===== config.mk =====
export PLATFORM = sky130hd
export DESIGN_NAME = simple_fpga_cvs_top
export DESIGN_NICKNAME = d
export VERILOG_FILES = /design/src/rtl/cvs_pkg.sv /design/src/rtl/cvs_lane_filter.sv /design/src/rtl/simple_fpga_cvs_top.sv
export SDC_FILE = /design/constraint.sdc
export NUM_CORES = 1
export LEC_CHECK = 0
export CORE_AREA = 2 2 39 41
export CTS_BUF_LIST = sky130_fd_sc_hd__clkbuf_4 sky130_fd_sc_hd__clkbuf_8
export DETAILED_ROUTE_END_ITERATION = 8
export DIE_AREA = 0 0 41 43
export GPL_TIMING_DRIVEN = 0
export PLACE_DENSITY = 0.78
export SETUP_SLACK_MARGIN = 0.3
export SLEW_MARGIN = 0
export SYNTH_ARGS = -nofsm -noshare
export SYNTH_HDL_FRONTEND = slang
export SYNTH_SLANG_ARGS = --single-unit
export TNS_END_PERCENT = 30

===== constraint.sdc =====
create_clock -name clock -period 0.8 [get_ports clock]
set_input_delay 0.16 -clock clock [delete_from_list [all_inputs] [get_ports clock]]
set_output_delay 0.16 -clock clock [all_outputs]
set_load 0.01 [all_outputs]

===== src/rtl/cvs_pkg.sv =====
// Shared defaults and helpers for the pin-check block (simple_fpga_cvs_top).
// The glitch filter is enabled by defining SIMPLE_FPGA_CVS_GLITCH_FILTER_EN.
package cvs_pkg;

  localparam int N_BITS_DEF      = 5;
  localparam int SYNC_STAGES_DEF = 2;
  localparam int FILTER_LEN_DEF  = 4;
  localparam int DIV_HALF_DEF    = 1;

  typedef logic [N_BITS_DEF-1:0] lane_vec_t;

  // Counter width that never collapses to zero bits for small ranges.
  function automatic int cnt_w(input int n);
    return (n <= 2) ? 1 : $clog2(n);
  endfunction

endpackage


===== src/rtl/cvs_lane_filter.sv =====
// One input lane: SYNC_STAGES-deep synchroniser followed by an optional
// consecutive-mismatch glitch filter (SIMPLE_FPGA_CVS_GLITCH_FILTER_EN).
module cvs_lane_filter
  import cvs_pkg::*;
#(
  parameter int SYNC_STAGES = SYNC_STAGES_DEF,
  parameter int FILTER_LEN  = FILTER_LEN_DEF
) (
  input  logic clk_i,
  input  logic rst_n_i,
  input  logic d_i,
  output logic q_o
);

  logic [SYNC_STAGES-1:0] sync_q;
  logic                   s;
  logic                   out_q;
  logic                   out_d;

  // Plain flop chain, no logic between stages.
  always_ff @(posedge clk_i) begin
    if (!rst_n_i) begin
      sync_q <= '0;
    end else begin
      sync_q <= {sync_q[SYNC_STAGES-2:0], d_i};
    end
  end

  assign s = sync_q[SYNC_STAGES-1];

`ifdef SIMPLE_FPGA_CVS_GLITCH_FILTER_EN
  localparam int CW = cnt_w(FILTER_LEN + 1);

  logic [CW-1:0] cnt_q;
  logic [CW-1:0] cnt_d;

  always_comb begin
    out_d = out_q;
    cnt_d = cnt_q;
    if (s == out_q) begin
      cnt_d = '0;
    end else if (cnt_q == CW'(FILTER_LEN - 1)) begin
      out_d = s;
      cnt_d = '0;
    end else begin
      cnt_d = cnt_q + CW'(1);
    end
  end

  always_ff @(posedge clk_i) begin
    if (!rst_n_i) begin
      cnt_q <= '0;
      out_q <= 1'b0;
    end else begin
      cnt_q <= cnt_d;
      out_q <= out_d;
    end
  end
`else
  assign out_d = s;

  always_ff @(posedge clk_i) begin
    if (!rst_n_i) begin
      out_q <= 1'b0;
    end else begin
      out_q <= out_d;
    end
  end
`endif

  assign q_o = out_q;

endmodule


===== src/rtl/simple_fpga_cvs_top.sv =====
// FPGA bring-up check: resynchronised, optionally glitch-filtered lane outputs
// plus a 50%-duty divided clock. Filter build: SIMPLE_FPGA_CVS_GLITCH_FILTER_EN.
module simple_fpga_cvs_top
  import cvs_pkg::*;
#(
  parameter int N_BITS      = N_BITS_DEF,
  parameter int SYNC_STAGES = SYNC_STAGES_DEF,
  parameter int FILTER_LEN  = FILTER_LEN_DEF,
  parameter int DIV_HALF    = DIV_HALF_DEF
) (
  input  logic              clock,
  input  logic              reset_n,
  input  logic [N_BITS-1:0] in,
  output logic [N_BITS-1:0] out,
  output logic              clk_out
);

  localparam int DW = cnt_w(DIV_HALF);

  if (N_BITS < 1 || SYNC_STAGES < 2 || FILTER_LEN < 1 || DIV_HALF < 1) begin : g_param_check
    $error("simple_fpga_cvs_top: parameter below its minimum");
  end

  for (genvar i = 0; i < N_BITS; i++) begin : g_lane
    cvs_lane_filter #(
      .SYNC_STAGES (SYNC_STAGES),
      .FILTER_LEN  (FILTER_LEN)
    ) u_lane (
      .clk_i   (clock),
      .rst_n_i (reset_n),
      .d_i     (in[i]),
      .q_o     (out[i])
    );
  end

  logic [DW-1:0] dcnt_q;
  logic [DW-1:0] dcnt_d;
  logic          clk_q;
  logic          clk_d;

  // Toggle every DIV_HALF cycles; first rise lands on the DIV_HALF-th edge out of reset.
  always_comb begin
    dcnt_d = dcnt_q + DW'(1);
    clk_d  = clk_q;
    if (dcnt_q == DW'(DIV_HALF - 1)) begin
      dcnt_d = '0;
      clk_d  = ~clk_q;
    end
  end

  always_ff @(posedge clock) begin
    if (!reset_n) begin
      dcnt_q <= '0;
      clk_q  <= 1'b0;
    end else begin
      dcnt_q <= dcnt_d;
      clk_q  <= clk_d;
    end
  end

  assign clk_out = clk_q;

endmodule


# After elaboration in Yosys (flattened, before gate mapping)
# Cells that the tools add are included.
# word_totals
regBits	17
word_cells	15
# op_classes
n_addsub	1
reduce_logical	1
n_bitwise	1
# op_table
cell	count
$reduce_and A2 Y1	1
$add A1 B1 Y1 const B	1
$not A1 Y1	1

# Longest topological paths before layout
# Gate-level depths: netlist of run 1.
# logic_depth
depth_word	1
depth_mapped	2
mapped_depth_nobuf	2

# By module
# A second synthesis of run 1 with hierarchy kept.
# unflattened
hier_cells	35
area_unflattened_um2	452.9
# modules_own_cells
mod	instances	cells_per_inst	seq_area_each_um2	area_per_inst_um2
cvs_lane_filter	5	6	60.1	78.8
simple_fpga_cvs_top	1	5	40.0	58.8

# Least setup slack after synthesis of run 1
# No wires, ideal clock.
# synth_path
path_type	reg-to-reg
startpoint	register clk_q (netlist: clk_out)
endpoint	register clk_q (netlist: clk_out)
required_time_ps	685
arrival_ps	585
synth_period_minus_slack_ps	700
path_slack_ps	100
setup_time_ps	115
path_stages_with_launch	3
path_buffers	0
cell_sequence	dfxtp_1 xnor2_1 and2_1
# synth_between
elab_chain_len	1
# synth_rtl
item	line	rtl
start: declaration	simple_fpga_cvs_top.sv:38	logic clk_q;
start signal: assignment	simple_fpga_cvs_top.sv:57	clk_q <= clk_d;
$not A1 Y1	simple_fpga_cvs_top.sv:47	clk_d = ~clk_q;
# Every way passes these cells.
# A chain may end at the register's enable or synchronous reset.

# Worst setup path after layout of run 1
# layout_path
startpoint	register g_lane[4].u_lane.out_q
endpoint	output port out[4]
# layout_lines
item	line	rtl
start: declaration	cvs_lane_filter.sv:17	logic out_q;
start signal: assignment	cvs_lane_filter.sv:66	out_q <= out_d;
end: declaration	simple_fpga_cvs_top.sv:14	output logic [N_BITS-1:0] out,
# No word-level cell between the ends.

==> results of run 1 <==
[layout by cell type (no fill, tap or decap)]
| master | instances |
|---|---|
| and2_2 | 6 |
| xnor2_1 | 1 |
| dlymetal6s2s_1 | 1 |
| and2_1 | 4 |
| buf_6 | 12 |
| dfxtp_2 | 7 |
| clkbuf_4 | 4 |
| dfxtp_1 | 10 |
| dlygate4sd2_1 | 4 |
| buf_2 | 1 |
| conb_1 | 1 |
| buf_4 | 1 |
| and2_4 | 6 |
[report_power, final]
group / switching [W] / internal, W
sequential: 0.0000123 / 0.000886
combinational: 0.0000367 / 0.0000926
clock: 0.000220 / 0.000227
total: 0.000269 / 0.00121
[what timing repair did]
action / in CTS / in global routing
setup endpoints to repair: 22 / 18
pin swaps: 3 / 3
buffers inserted: 1 / 0
resized for setup: 49 / 3
[sequential cells by signal (all words and copies together) (netlist names)]
register	cells
clk_out	1
dcnt_q	1
g_lane.u_lane.sync_q	10
g_lane.u_lane.q_o	5
[path summary, 6_finish.rpt]
kind | slack [ps] | endpoint | start | cells after the start
max | -160 | out[4] | g_lane[4].u_lane.q_o | 2
min | 120 | g_lane[0].u_lane.sync_q[0] | in[0] | 2
max reg2reg | 0 | clk_out | clk_out | 3
min reg2reg | 440 | g_lane[1].u_lane.q_o | g_lane[1].u_lane.sync_q[1] | 1
[critical path, stage by stage (launching register included)]
cell and delay [ps]:
dfxtp_2 330, buf_6 100, buf_6 110
[kinds of logic after synthesis]
family	Yosys count	synth area share (%)
AND/OR/NAND/NOR	16	22.28
flip-flops	17	65.86
XOR/XNOR	1	1.695
buffers and inverters	6	9.444
other	1	0.7257
[final cells by class]
| cell class | instances | area [sq um] |
|---|---|---|
| Multi-Input combinational cell | 18 | 135.1 |
| Fill cell | 129 | 654.4 |
| Clock buffer | 4 | 30.03 |
| Sequential cell | 17 | 349.1 |
| Buffer | 6 | 67.56 |
| Tap cell | 16 | 20.02 |
| Timing Repair Buffer | 13 | 127.6 |
[layer usage]
layer	global-route usage [%]	vias up	wire, um
li1	-	148	-
met3	1.571	0	40
met1	6.333	125	193
met4	8.000	0	0
met2	11.56	13	315
met5	0	-	0
[metrics by stage]
step	TNS [ps]	hold slack (ps)	setup slack [ps]
after floorplan	0	296.2	135.1
after global placement	-5366	414.2	-296.3
after detailed placement	-5639	421.0	-317.9
after CTS	-965.8	213.5	-180.1
after global routing	-1092	129.5	-196.4
final	-884.4	117.2	-163.0
==> load_flow_metrics.sql, run 1 <==
INSERT INTO impl_metrics (metric_group, metric, value, unit) VALUES
('run_status', 'status', 'finished with violations', ''),
('run_status', 'violated_checks', 'setup timing', ''),
('floorplan', 'core', '0.001384', 'sq mm'),
('final_layout', 'layout-area-overhead-vs-synth', '41.16', '%'),
('logic_synthesis', 'ys_top_cells_by_count', 'dfxtp_1 (17), and2_2 (12), buf_4 (5)', ''),
('clock_tree', 'tritoncts_num_sinks', '17', ''),
('floorplan', 'floorplan.die.width', '41', 'um'),
('timing', 'final_max_slew_viol_count', '0', ''),
('global_routing', 'gr-usage-all-layers', '7.208', '%'),
('logic_synthesis', 'ys_seq_area_share', '65.86', '%'),
('final_layout', 'antenna_cells', '0', ''),
('floorplan', 'die_h', '43', 'um'),
('timing', 'grt_setup_unrepaired', 'true', ''),
('logic_synthesis', 'syn_avg_cell_area', '12.60', 'sq um'),
('floorplan', 'placement_rows', '14', ''),
('worst_hold_path', 'hold_path_class', 'input port to flop', ''),
('logic_synthesis', 'ys_async_sr_fraction', '0', '%'),
('timing', 'setup_violations', '7', ''),
('global_routing', 'grt_first_pass_wirelength', '807', 'um'),
('detailed_routing', 'postRouteWirelength', '549', 'um'),
('detailed_routing', 'avgViaCountPerCell', '3.865', ''),
('flow_run', 'maximum_capacitance_violations', '0', ''),
('global_routing', 'grt_max_degree', '11', ''),
('clock_tree', 'number_of_h_tree_levels', '1', ''),
('logic_synthesis', 'synth_edf_count', '0', ''),
('clock_tree', 'worst_skew_pair.late_latency', '270', 'ps'),
('floorplan', 'die_area', '0.001763', 'sq mm'),
('detailed_routing', 'dr_total_vias', '286', ''),
('placed_design', 'hpwl', '400.8', 'um'),
('logic_synthesis', 'ys_top_cells_by_area', 'dfxtp_1 (66%), and2_2 (17%), buf_4 (7.3%), and2_1 (4.8%), buf_6 (2.2%)', ''),
('logic_synthesis', 'yosysTopAreaCellShare', '65.86', '%'),
('timing', 'layout_setup_ws', '-163.0', 'ps'),
('global_routing', 'globalRouteOverflowTotal', '0', ''),
('logic_synthesis', 'postSynthRegisterBits', '17', ''),
('setup_path', 'critPathCaptureType', 'output pin', ''),
('final_layout', 'final_layout_size_suffix_gt1_share', '63.79', '%'),
('clock_tree', 'tritoncts', 'built', ''),
('setup_path', 'timing.critical_path.from_type', 'flop', ''),
('final_layout', 'utilization', '52.71', '%'),
('logic_synthesis', 'summed_instance_area_of_the_synthesized_netlist', '516.7', 'sq um'),
('final_layout', 'final_nets', '66', ''),
('logic_synthesis', 'netlist_instances', '41', ''),
('floorplan', 'num_io_pins', '13', ''),
('setup_path', 'path_class', 'flop to output pin', ''),
('pwr', 'ir_worst_vdd', '1021', 'uV'),
('placed_design', 'area_after_dpl', '673.1', 'sq um'),
('timing', 'timing.final.hold_violations', '0', ''),
('logic_synthesis', 'synth_warnings', '0', ''),
('floorplan', 'initial_standard_cell_utilization_of_the_core', '37.34', '%'),
('detailed_routing', 'drtIter0Drc', '4', ''),
('logic_synthesis', 'post-synth-top-count-cell', 'dfxtp_1', ''),
('pwr', 'pwr_density_cell', '2021', 'mW/mm^2'),
('pwr', 'leakage', '0.3435', 'nW'),
('clock_tree', 'clock_buffers_created_by_tritoncts', '3', ''),
('placed_design', 'routabilityCongestion', '0.6268', ''),
('global_routing', 'grt_pass1_vias', '236', ''),
('placed_design', 'place.detailed.instances', '69', ''),
('placed_design', 'io_buffer_count', '12', ''),
('clock_tree', 'clock_path_buffers', '2', ''),
('logic_synthesis', 'syn_nets', '48', ''),
('final_layout', 'layout.cell_area.non_filler', '729.5', 'sq um'),
('logic_synthesis', 'synth_top_cell_by_area', 'dfxtp_1', ''),
('final_layout', 'final_cells', '74', ''),
('detailed_routing', 'ant_nets', '0', ''),
('clock_tree', 'cts_hold_repair.buffers', '0', ''),
('detailed_routing', 'drt_pass1_iterations', '3', ''),
('clock_tree', 'clock-root-buffer', 'clkbuf_4', ''),
('logic_synthesis', 'synth_top_flop_cell', 'dfxtp_1', ''),
('timing', 'final_period_minus_worst_setup_slack', '963.0', 'ps'),
('logic_synthesis', 'netlist-cell-type-count', '7', ''),
('setup_path', 'cp_max_fo', '1', ''),
('timing', 'max_freq', '1038', 'MHz'),
('clock_tree', 'clkTransAtPathRegs', '80', 'ps'),
('detailed_routing', 'drc_errors', '0', ''),
('timing', 'finClkSkew', '0.2418', 'ps'),
('setup_path', 'cp.required', '640', 'ps'),
('timing', 'layout_worst_path_cycle_share', '120.4', '%'),
('detailed_routing', 'routed_wire_length_per_instance', '7.419', 'um'),
('global_routing', 'antenna_found_initial', '0', ''),
('pwr', 'power.total', '0.001474', 'W'),
('setup_path', 'cp_data_arrival_time', '800', 'ps');
(Power assumes the default switching activity.)
==> run 2: changes to the inputs <==
--- a/config.mk
+++ b/config.mk
@@ -5,13 +5,13 @@
 export SDC_FILE = /design/constraint.sdc
 export NUM_CORES = 1
 export LEC_CHECK = 0
+export ABC_AREA = 1
 export CORE_AREA = 2 2 39 41
 export CTS_BUF_LIST = sky130_fd_sc_hd__clkbuf_4 sky130_fd_sc_hd__clkbuf_8
 export DETAILED_ROUTE_END_ITERATION = 8
 export DIE_AREA = 0 0 41 43
 export GPL_TIMING_DRIVEN = 0
-export PLACE_DENSITY = 0.78
-export SETUP_SLACK_MARGIN = 0.3
+export PLACE_DENSITY = 0.81
 export SLEW_MARGIN = 0
 export SYNTH_ARGS = -nofsm -noshare
 export SYNTH_HDL_FRONTEND = slang
==> load_flow_metrics.sql, run 2 <==
INSERT INTO impl_metrics (metric_group, metric, value, unit) VALUES
('clock_tree', 'worst_skew_pair.late_latency', '280', 'ps'),
('timing', 'grt_setup_unrepaired', 'true', ''),
('final_layout', 'layout-area-overhead-vs-synth', '24.72', '%'),
('setup_path', 'cp_max_fo', '2', ''),
('clock_tree', 'post-cts-setup-buffers', '0', ''),
('clock_tree', 'number_of_h_tree_levels', '1', ''),
('final_layout', 'register_with_the_most_flip_flops', 'g_lane.u_lane.sync_q', ''),
('clock_tree', 'clock_buffers_created_by_tritoncts', '3', ''),
('logic_synthesis', 'yosysTopAreaCellShare', '61.12', '%'),
('worst_hold_path', 'hold_path_class', 'input port to flop', ''),
('pwr', 'power.internal', '0.001182', 'W'),
('final_layout', 'final_nets', '78', ''),
('detailed_routing', 'drtIter0Drc', '3', ''),
('clock_tree', 'tritoncts', 'built', ''),
('floorplan', 'initial_standard_cell_utilization_of_the_core', '40.24', '%'),
('final_layout', 'antenna_cells', '0', ''),
('timing', 'max_freq', '1129', 'MHz'),
('final_layout', 'final_common_cell', 'inv_1', ''),
('logic_synthesis', 'ys_top_cells_by_count', 'dfxtp_1 (17), inv_1 (16), nand2_1 (12)', ''),
('logic_synthesis', 'syn_nets', '67', ''),
('final_layout', 'utilization', '50.18', '%'),
('floorplan', 'die_h', '43', 'um'),
('global_routing', 'grt_first_pass_wirelength', '1028', 'um'),
('setup_path', 'cp.required', '640', 'ps'),
('logic_synthesis', 'netlist-cell-type-count', '9', ''),
('detailed_routing', 'routed_wire_length_per_instance', '7.023', 'um'),
('detailed_routing', 'drt_pass1_iterations', '3', ''),
('run_status', 'violated_checks', 'setup timing', ''),
('clock_tree', 'clock-root-buffer', 'clkbuf_4', ''),
('clock_tree', 'clock_path_buffers', '2', ''),
('logic_synthesis', 'ys_top_cells_by_area', 'dfxtp_1 (61%), inv_1 (11%), nand2_1 (8.1%), buf_4 (6.7%), nand2_2 (5.6%)', ''),
('floorplan', 'floorplan.die.width', '41', 'um'),
('placed_design', 'area_after_dpl', '686.9', 'sq um'),
('logic_synthesis', 'netlist_instances', '60', ''),
('global_routing', 'grt_most_used_layer', 'met2', ''),
('pwr', 'switching_power', '0.0003007', 'W'),
('setup_path', 'slowest_cell_on_the_critical_path', 'dfxtp_2', ''),
('placed_design', 'hpwl', '414.2', 'um'),
('timing', 'final_period_minus_worst_setup_slack', '885.9', 'ps'),
('detailed_routing', 'ant_nets', '0', ''),
('clock_tree', 'tritoncts_num_sinks', '17', ''),
('global_routing', 'grt_max_degree', '11', ''),
('setup_path', 'path_delay_family', 'flip-flops', ''),
('global_routing', 'globalRouteOverflowTotal', '0', ''),
('setup_path', 'critical_path.n_buffers_inverters', '1', ''),
('logic_synthesis', 'synth_edf_count', '0', ''),
('placed_design', 'io_buffer_count', '11', ''),
('logic_synthesis', 'synth_top_flop_cell', 'dfxtp_1', ''),
('global_routing', 'grt_pass1_vias', '293', ''),
('pwr', 'pwr_density_cell', '2135', 'mW/mm^2'),
('floorplan', 'die_area', '0.001763', 'sq mm'),
('placed_design', 'routabilityCongestion', '0.6127', ''),
('setup_path', 'cp_data_arrival_time', '730', 'ps'),
('pwr', 'p_seq_share', '60.7', '%'),
('setup_path', 'timing.reg2reg.worst_path_depth', '4', ''),
('setup_path', 'path_class', 'flop to output pin', ''),
('logic_synthesis', 'synth_warnings', '0', ''),
('clock_tree', 'clkTransAtPathRegs', '90', 'ps'),
('global_routing', 'grt.met3_usage', '3.141', '%'),
('final_layout', 'layout.cell_area.non_filler', '694.4', 'sq um'),
('pwr', 'comb_power_share', '7.6', '%'),
('final_layout', 'largest_register_ff_count', '10', ''),
('setup_path', 'crit-reg2reg-launch', 'clk_out', ''),
('worst_hold_path', 'worstHoldStart', 'reset_n', ''),
('timing', 'final_max_slew_viol_count', '0', ''),
('detailed_routing', 'postRouteWirelength', '604', 'um'),
('pwr', 'clock_power_share', '31.8', '%'),
('logic_synthesis', 'ys_async_sr_fraction', '0', '%'),
('pwr', 'netSwitchingFraction', '20.28', '%'),
('logic_synthesis', 'synth_top_cell_by_area', 'dfxtp_1', ''),
('logic_synthesis', 'post-synth-top-count-cell', 'dfxtp_1', ''),
('timing', 'timing.final.hold_violations', '0', ''),
('detailed_routing', 'drc_errors', '0', ''),
('detailed_routing', 'avgViaCountPerCell', '3.686', ''),
('floorplan', 'placement_rows', '14', ''),
('pwr', 'ir_worst_vdd', '925.2', 'uV'),
('floorplan', 'core', '0.001384', 'sq mm'),
('setup_path', 'setup.worst_path.start', 'clk_out', ''),
('run_status', 'status', 'finished with violations', ''),
('worst_hold_path', 'min_path_cells', '3', ''),
('timing', 'finClkSkew', '2.158', 'ps'),
('timing', 'layout_setup_ws', '-85.92', 'ps'),
('logic_synthesis', 'syn_avg_cell_area', '9.280', 'sq um'),
('setup_path', 'timing.critical_path.from_type', 'flop', ''),
('timing', 'setup_violations', '6', ''),
('final_layout', 'final_layout_size_suffix_gt1_share', '32.86', '%'),
('pwr', 'leakage', '0.4064', 'nW'),
('timing', 'layout_worst_path_cycle_share', '110.7', '%'),
('logic_synthesis', 'ys_seq_area_share', '61.12', '%'),
('floorplan', 'num_io_pins', '13', ''),
('setup_path', 'crit_cells', '1', ''),
('flow_run', 'maximum_capacitance_violations', '0', ''),
('setup_path', 'critPathCaptureType', 'output pin', ''),
('logic_synthesis', 'postSynthRegisterBits', '17', ''),
('global_routing', 'grt_util_met1', '8.389', '%'),
('setup_path', 'critPathMaxStageDelay', '330', 'ps'),
('detailed_routing', 'dr_total_vias', '317', ''),
('global_routing', 'antenna_found_initial', '0', ''),
('final_layout', 'most_frequent_cells_in_the_layout', 'inv_1 (16), nand2_1 (12), dfxtp_1 (11)', ''),
('setup_path', 'series_of_cell_instances_along_the_critical_path', 'buf_6', ''),
('global_routing', 'use_met2', '14.06', '%'),
('global_routing', 'gr-usage-all-layers', '9.563', '%'),
('logic_synthesis', 'summed_instance_area_of_the_synthesized_netlist', '556.8', 'sq um');
[run 2: cells by family after synthesis]
logic type	count (synthesis)	synth area share (%)
DFF	17	61.12
buffers and inverters	23	23.15
and+or+nand+nor	19	15.06
other	1	0.6735
[run 2: power groups by stage]
stage,Sequential (W),Combinational [W],Clock (W)
floorplan,0.000915,0.0000681,0
global placement,0.000913,0.000117,0
global route,0.000902,0.000126,0.000524
detailed placement,0.000915,0.000121,0
finish,0.000900,0.000112,0.000471
CTS,0.000900,0.000114,0.000487
[run 2: what timing repair did]
item / CTS / global route
hold buffers: 0 / 0
gates resized for setup: 35 / 1
setup endpoints to repair: 6 / 6
[run 2: area by class of cell]
cell class	instances	area, sq um
fillers	123	689.4
repair buffers	11	117.6
well taps	16	20.02
inverters	16	60.06
plain buffers	2	31.28
flip-flops and latches	17	347.8
multi-input cells	20	87.58
clock buffers	4	30.03
[run 2: per-stage QoR]
stage	total power, W	hold slack, ps	setup slack (ps)	cells	setup TNS [ps]
6_report	0.001482	87.77	-85.92	86	-464.0
5_1_grt	0.001552	90.32	-115.8	86	-651.7
4_1_cts	0.001500	80.39	-98.40	86	-539.5
3_5_place_dp	0.001036	383.5	-263.1	87	-1468
3_3_place_gp	0.001030	377.8	-246.5	87	-1430
2_1_floorplan	0.0009829	253.5	157.3	60	0
[run 2: layer usage]
layer  vias up  share of wire, %
met3         0               8.4
met5         -                 0
li1        175                 -
met4         0                 0
met2        13                50
met1       129                41
[run 2: path summary, 6_finish.rpt]
check	endpoint	slack, ps
setup / recovery	clk_out	-90
hold / removal	g_lane[4].u_lane.sync_q[0]	90
setup reg to reg	clk_out	170
hold reg to reg	g_lane[2].u_lane.q_o	410
==> run 3: changes to the inputs <==
--- a/config.mk
+++ b/config.mk
@@ -6,11 +6,11 @@
 export NUM_CORES = 1
 export LEC_CHECK = 0
 export ABC_AREA = 1
-export CORE_AREA = 2 2 39 41
+export CORE_AREA = 5 5 42 44
 export CTS_BUF_LIST = sky130_fd_sc_hd__clkbuf_4 sky130_fd_sc_hd__clkbuf_8
+export CTS_CLUSTER_SIZE = 16
 export DETAILED_ROUTE_END_ITERATION = 8
-export DIE_AREA = 0 0 41 43
-export GPL_TIMING_DRIVEN = 0
+export DIE_AREA = 0 0 47 49
 export PLACE_DENSITY = 0.81
 export SLEW_MARGIN = 0
 export SYNTH_ARGS = -nofsm -noshare
==> load_flow_metrics.sql, run 3 (same netlist as run 2, synthesis figures left out) <==
INSERT INTO impl_metrics (metric_group, metric, value, unit) VALUES
('final_layout', 'layout-area-overhead-vs-synth', '17.75', '%'),
('timing', 'timing.final.hold_violations', '0', ''),
('run_status', 'violated_checks', 'setup timing', ''),
('timing', 'setup_violations', '6', ''),
('pwr', 'pwr_density_cell', '2171', 'mW/mm^2'),
('setup_path', 'path_class', 'flop to output pin', ''),
('flow_run', 'maximum_capacitance_violations', '0', ''),
('global_routing', 'antenna_found_initial', '0', ''),
('timing', 'final_period_minus_worst_setup_slack', '886.8', 'ps'),
('timing', 'grt_setup_unrepaired', 'true', ''),
('setup_path', 'timing.critical_path.from_type', 'flop', ''),
('setup_path', 'series_of_cell_instances_along_the_critical_path', 'buf_6', ''),
('clock_tree', 'clock_path_buffers', '2', ''),
('global_routing', 'grt_pass1_vias', '284', ''),
('setup_path', 'critPathCaptureType', 'output pin', ''),
('global_routing', 'gr-usage-all-layers', '7.224', '%'),
('placed_design', 'worst_case_setup_slack_after_placement', '-236.1', 'ps'),
('timing', 'final_max_slew_viol_count', '0', ''),
('final_layout', 'register_with_the_most_flip_flops', 'g_lane.u_lane.sync_q', ''),
('detailed_routing', 'ant_nets', '0', ''),
('floorplan', 'core', '0.001401', 'sq mm'),
('detailed_routing', 'dr_total_vias', '316', ''),
('timing', 'layout_setup_ws', '-86.78', 'ps'),
('setup_path', 'critPathMaxStageDelay', '330', 'ps'),
('timing', 'finClkSkew', '6.469', 'ps'),
('detailed_routing', 'drtIter0Drc', '0', ''),
('worst_hold_path', 'hold_path_class', 'input port to flop', ''),
('global_routing', 'grt_first_pass_wirelength', '1083', 'um'),
('final_layout', 'layout.cell_area.non_filler', '655.6', 'sq um'),
('detailed_routing', 'drc_errors', '0', ''),
('detailed_routing', 'avgViaCountPerCell', '3.632', ''),
('final_layout', 'antenna_cells', '0', ''),
('timing', 'setup-tns-final', '-420.7', 'ps'),
('final_layout', 'most_frequent_cells_in_the_layout', 'inv_1 (16), dfxtp_1 (15), nand2_1 (12)', ''),
('setup_path', 'cp.required', '640', 'ps'),
('clock_tree', 'clkTransAtPathRegs', '90', 'ps'),
('placed_design', 'routabilityCongestion', '0.5907', ''),
('floorplan', 'initial_standard_cell_utilization_of_the_core', '39.73', '%'),
('pwr', 'leakage', '0.3990', 'nW'),
('clock_tree', 'tritoncts', 'built', ''),
('floorplan', 'die_h', '49', 'um'),
('floorplan', 'placement_rows', '14', ''),
('detailed_routing', 'drt_pass1_iterations', '1', ''),
('placed_design', 'io_buffer_count', '12', ''),
('final_layout', 'final_common_cell', 'inv_1', ''),
('detailed_routing', 'routed_wire_length_per_instance', '7.678', 'um'),
('final_layout', 'utilization', '46.79', '%'),
('setup_path', 'cp_max_fo', '2', ''),
('pwr', 'ir_worst_vdd', '918.5', 'uV'),
('global_routing', 'globalRouteOverflowTotal', '0', ''),
('setup_path', 'cp_data_arrival_time', '730', 'ps'),
('placed_design', 'hpwl', '512', 'um'),
('clock_tree', 'number_of_h_tree_levels', '1', ''),
('floorplan', 'floorplan.die.width', '47', 'um'),
('final_layout', 'final_nets', '79', ''),
('setup_path', 'path_delay_family', 'flip-flops', ''),
('floorplan', 'num_io_pins', '13', ''),
('clock_tree', 'clock-root-buffer', 'clkbuf_4', ''),
('global_routing', 'grt_max_degree', '14', ''),
('timing', 'max_freq', '1128', 'MHz'),
('setup_path', 'critical_path.n_buffers_inverters', '1', ''),
('run_status', 'status', 'finished with violations', ''),
('timing', 'layout_worst_path_cycle_share', '110.8', '%'),
('clock_tree', 'clock_buffers_created_by_tritoncts', '3', ''),
('setup_path', 'slowest_cell_on_the_critical_path', 'dfxtp_2', ''),
('placed_design', 'area_after_dpl', '643.1', 'sq um'),
('final_layout', 'final_layout_size_suffix_gt1_share', '26.76', '%'),
('detailed_routing', 'postRouteWirelength', '668', 'um'),
('final_layout', 'largest_register_ff_count', '10', ''),
('clock_tree', 'worst_skew_pair.late_latency', '280', 'ps'),
('clock_tree', 'tritoncts_num_sinks', '17', ''),
('floorplan', 'die_area', '0.002303', 'sq mm');
==> run 3: changes by cell type in the layout (fill, tap and decap cells not counted), sizes merged <==
cell and change:
clkbuf -1, clkdlybuf4s50 +1, clkinv +1
==> run 3: cell type report <==
| cell class | instances | area (sq um) |
|---|---|---|
| fill | 145 | 745.7 |
| sequential | 17 | 342.8 |
| timing repair buffer | 14 | 117.6 |
| multi-input combinational | 20 | 87.58 |
| inverter | 16 | 60.06 |
| clock buffer | 3 | 22.52 |
| tap | 16 | 20.02 |
| clock inverter | 1 | 5.005 |
==> run 3: per-stage QoR <==
stage	cells	total power, W	hold slack [ps]
after global placement	83	0.001017	392.7
after floorplan	60	0.0009829	253.5
after global routing	87	0.001530	370.5
final	87	0.001423	387.0
after CTS	87	0.001455	373.0
after detailed placement	83	0.001024	401.3
==> run 3: power breakdown <==
part	internal, W	switching [W]
sequential	0.000884	0.0000131
clock	0.000185	0.000238
combinational	0.0000595	0.0000437
==> run 3: repair_timing <==
action | CTS | global route
hold buffers | 0 | 0
buffers inserted | 0 | 0
gates resized for setup | 28 | 0
endpoints found under the setup margin | 6 | 6
==> run 3: layer usage <==
layer,track usage (%),vias up,share of wire (%)
met5,0,-,0
met4,6.912,0,1.8
met3,3.690,2,15
met2,10.86,13,48
met1,6.488,123,35
li1,-,178,-
==> run 3: worst paths after layout <==
| kind | slack (ps) | end | start | cells past startpoint |
|---|---|---|---|---|
| worst max-delay path | -90 | clk_out | clk_out | 1 |
| worst min-delay path | 390 | g_lane[0].u_lane.sync_q[0] | in[0] | 3 |
| worst max register to register | 170 | clk_out | clk_out | 4 |
| worst min register to register | 420 | g_lane[3].u_lane.q_o | g_lane[3].u_lane.sync_q[1] | 2 |
==> patch: new RTL, settings of run 1 <==
Put a register stage on the output `out`, with the module's reset. The value now appears one clock later. The other outputs are not delayed to match. Comments in the files are not updated.
--- a/src/rtl/simple_fpga_cvs_top.sv
+++ b/src/rtl/simple_fpga_cvs_top.sv
@@ -17,6 +17,8 @@
 
   localparam int DW = cnt_w(DIV_HALF);
 
+  logic [N_BITS-1:0] out_c;
+
   if (N_BITS < 1 || SYNC_STAGES < 2 || FILTER_LEN < 1 || DIV_HALF < 1) begin : g_param_check
     $error("simple_fpga_cvs_top: parameter below its minimum");
   end
@@ -29,7 +31,7 @@
       .clk_i   (clock),
       .rst_n_i (reset_n),
       .d_i     (in[i]),
-      .q_o     (out[i])
+      .q_o     (out_c[i])
     );
   end
 
@@ -60,5 +62,13 @@
 
   assign clk_out = clk_q;
 
+  always_ff @(posedge clock) begin
+    if (!reset_n) begin
+      out <= '0;
+    end else begin
+      out <= out_c;
+    end
+  end
+
 endmodule
 
Behaviour: not the same (Yosys sat finds a counterexample within 4 cycles, from zero or initial values and one cycle with reset_n low).
==> patch against run 1 <==
- the flow still finishes with violations (negative setup slack)
- design area grew 10%
- total power up 26%
- global-route usage is 4.2 points higher
- wire length rose by 30%
- clock power grew 30%
- sequential cell count rose by 5
- non-clock buffer count decreased by 4
- via count grew 14%
- first-iteration DRC count decreased by 100%
- fmax up 6.6%
- area after synthesis rose by 19%
- setup slack improved by 59 ps
==> patch: results (changes against run 1) <==
| Metric | Value |
|---|---|
| DR iter-0 viols | `0 (was 4)` |
| Clk_skew | `1.18 ps (was 0.242 ps)` |
| HP Start | `in[4] (was in[0])` |
| DP Cell Count | `75 (was 69)` |
| Commonest cells post-synth | `dfxtp_1, and2_1, and2_2, buf_6 (was dfxtp_1, and2_2, buf_4, and2_1)` |
| Post-synthesis sequential area ratio | `71.5% (was 65.9%)` |
| Crit path DAT | `740 ps (was 800 ps)` |
| Hold WS | `104 ps (was 117 ps)` |
| P_leak | `0.368 nW (was 0.344 nW)` |
| Worst Setup Slack post-DPL | `-281 ps (was -318 ps)` |
| Fin worst setup slack | `-104 ps (was -163 ps)` |
| Hold EP | `g_lane[4].u_lane.sync_q[0]$_SDFF_PN0_ (was g_lane[0].u_lane.sync_q[0]$_SDFF_PN0_)` |
| Placed Instance Area | `766 um2 (was 673 um2)` |
| # setup viols final | `6 (was 7)` |
| Clock transition at path regs | `110 ps (was 80 ps)` |
| Largest net degree at the start of global routing | `13 (was 11)` |
| Port bufs | `12 (unchanged)` |
| Failing checks | `negative setup slack (unchanged)` |
| Non-filler cells, final | `80 (was 74)` |
| DR vias/cell | `4.06 (was 3.86)` |
| Avg Cell Area, Syn | `13.1 um2 (was 12.6 um2)` |
| Syn_nets | `54 (was 48)` |
| Number of global-route vias before repair | `325 (was 236)` |
| Clock latency on the worst-skew pair | `290 ps (was 270 ps)` |
| CTS Buffer Depth | `2 (unchanged)` |
| First-pass GRT wire length | `1280 um (was 807 um)` |
| P_sw | `0.349 mW (was 0.269 mW)` |
| Status | `complete, but fails checks (unchanged)` |
| Design Power | `1.85 mW (was 1.47 mW)` |
| Number of fill cells in the layout | `122 (was 129)` |
| Cts repair resizes | `32 (was 49)` |
| 1st-pass router iterations | `1 (was 3)` |
| Ranking of synthesized cells by area | `dfxtp_1, and2_1, and2_2 (was dfxtp_1, and2_2, buf_4)` |
| Worst Path Max Fanout | `2 (was 1)` |
| Crit path capture | `clk_out (was out[4])` |
| Layout cell share with drive strength beyond 1 | `48.4% (was 63.8%)` |
| Setup_tns | `-547 ps (was -884 ps)` |
| Comb power frac | `6.6% (was 8.8%)` |
| RePlAce Congestion | `0.610 (was 0.627)` |
| Cell variety after synth | `6 (was 7)` |
| Clock network power | `0.578 mW (was 0.446 mW)` |
| Maximum vdd drop | `1200 uV (was 1020 uV)` |
| Post-DP HPWL | `495 um (was 401 um)` |
patch: changes by cell type in the layout (fill, tap and decap cells not counted), sizes merged:
cell / before / now
dlygate4sd2: 4 / 0
and2: 16 / 21
clkdlybuf4s50: 0 / 4
buf: 14 / 9
dfxtp: 17 / 22
clkbuf: 4 / 5
patch: layout make-up:
cell class	instances	share of cell area, %
buffer	2	3.26
clock buffer	4	4.50
multi-input combinational	23	20.3
sequential	22	56.1
tap	16	2.48
timing repair buffer	13	13.4
patch: metal layers:
metal	vias to the layer above	track usage (%)	share of wire, %
met1	139	13.9	37
met3	2	1.57	6.6
met2	12	15.6	53
met4	0	12.0	2.8
met5	-	0	0
li1	172	-	-
patch: logic make-up (layout without fill, tap and decap cells):
kind of cell,count (synthesis),after routing,share of synthesized area [%]
xor gates and xnor gates,1,1,1.42
buffers and inverters,2,19,3.66
DFF,22,22,71.5
other,1,1,0.609
and+or+nand+nor,21,21,22.8
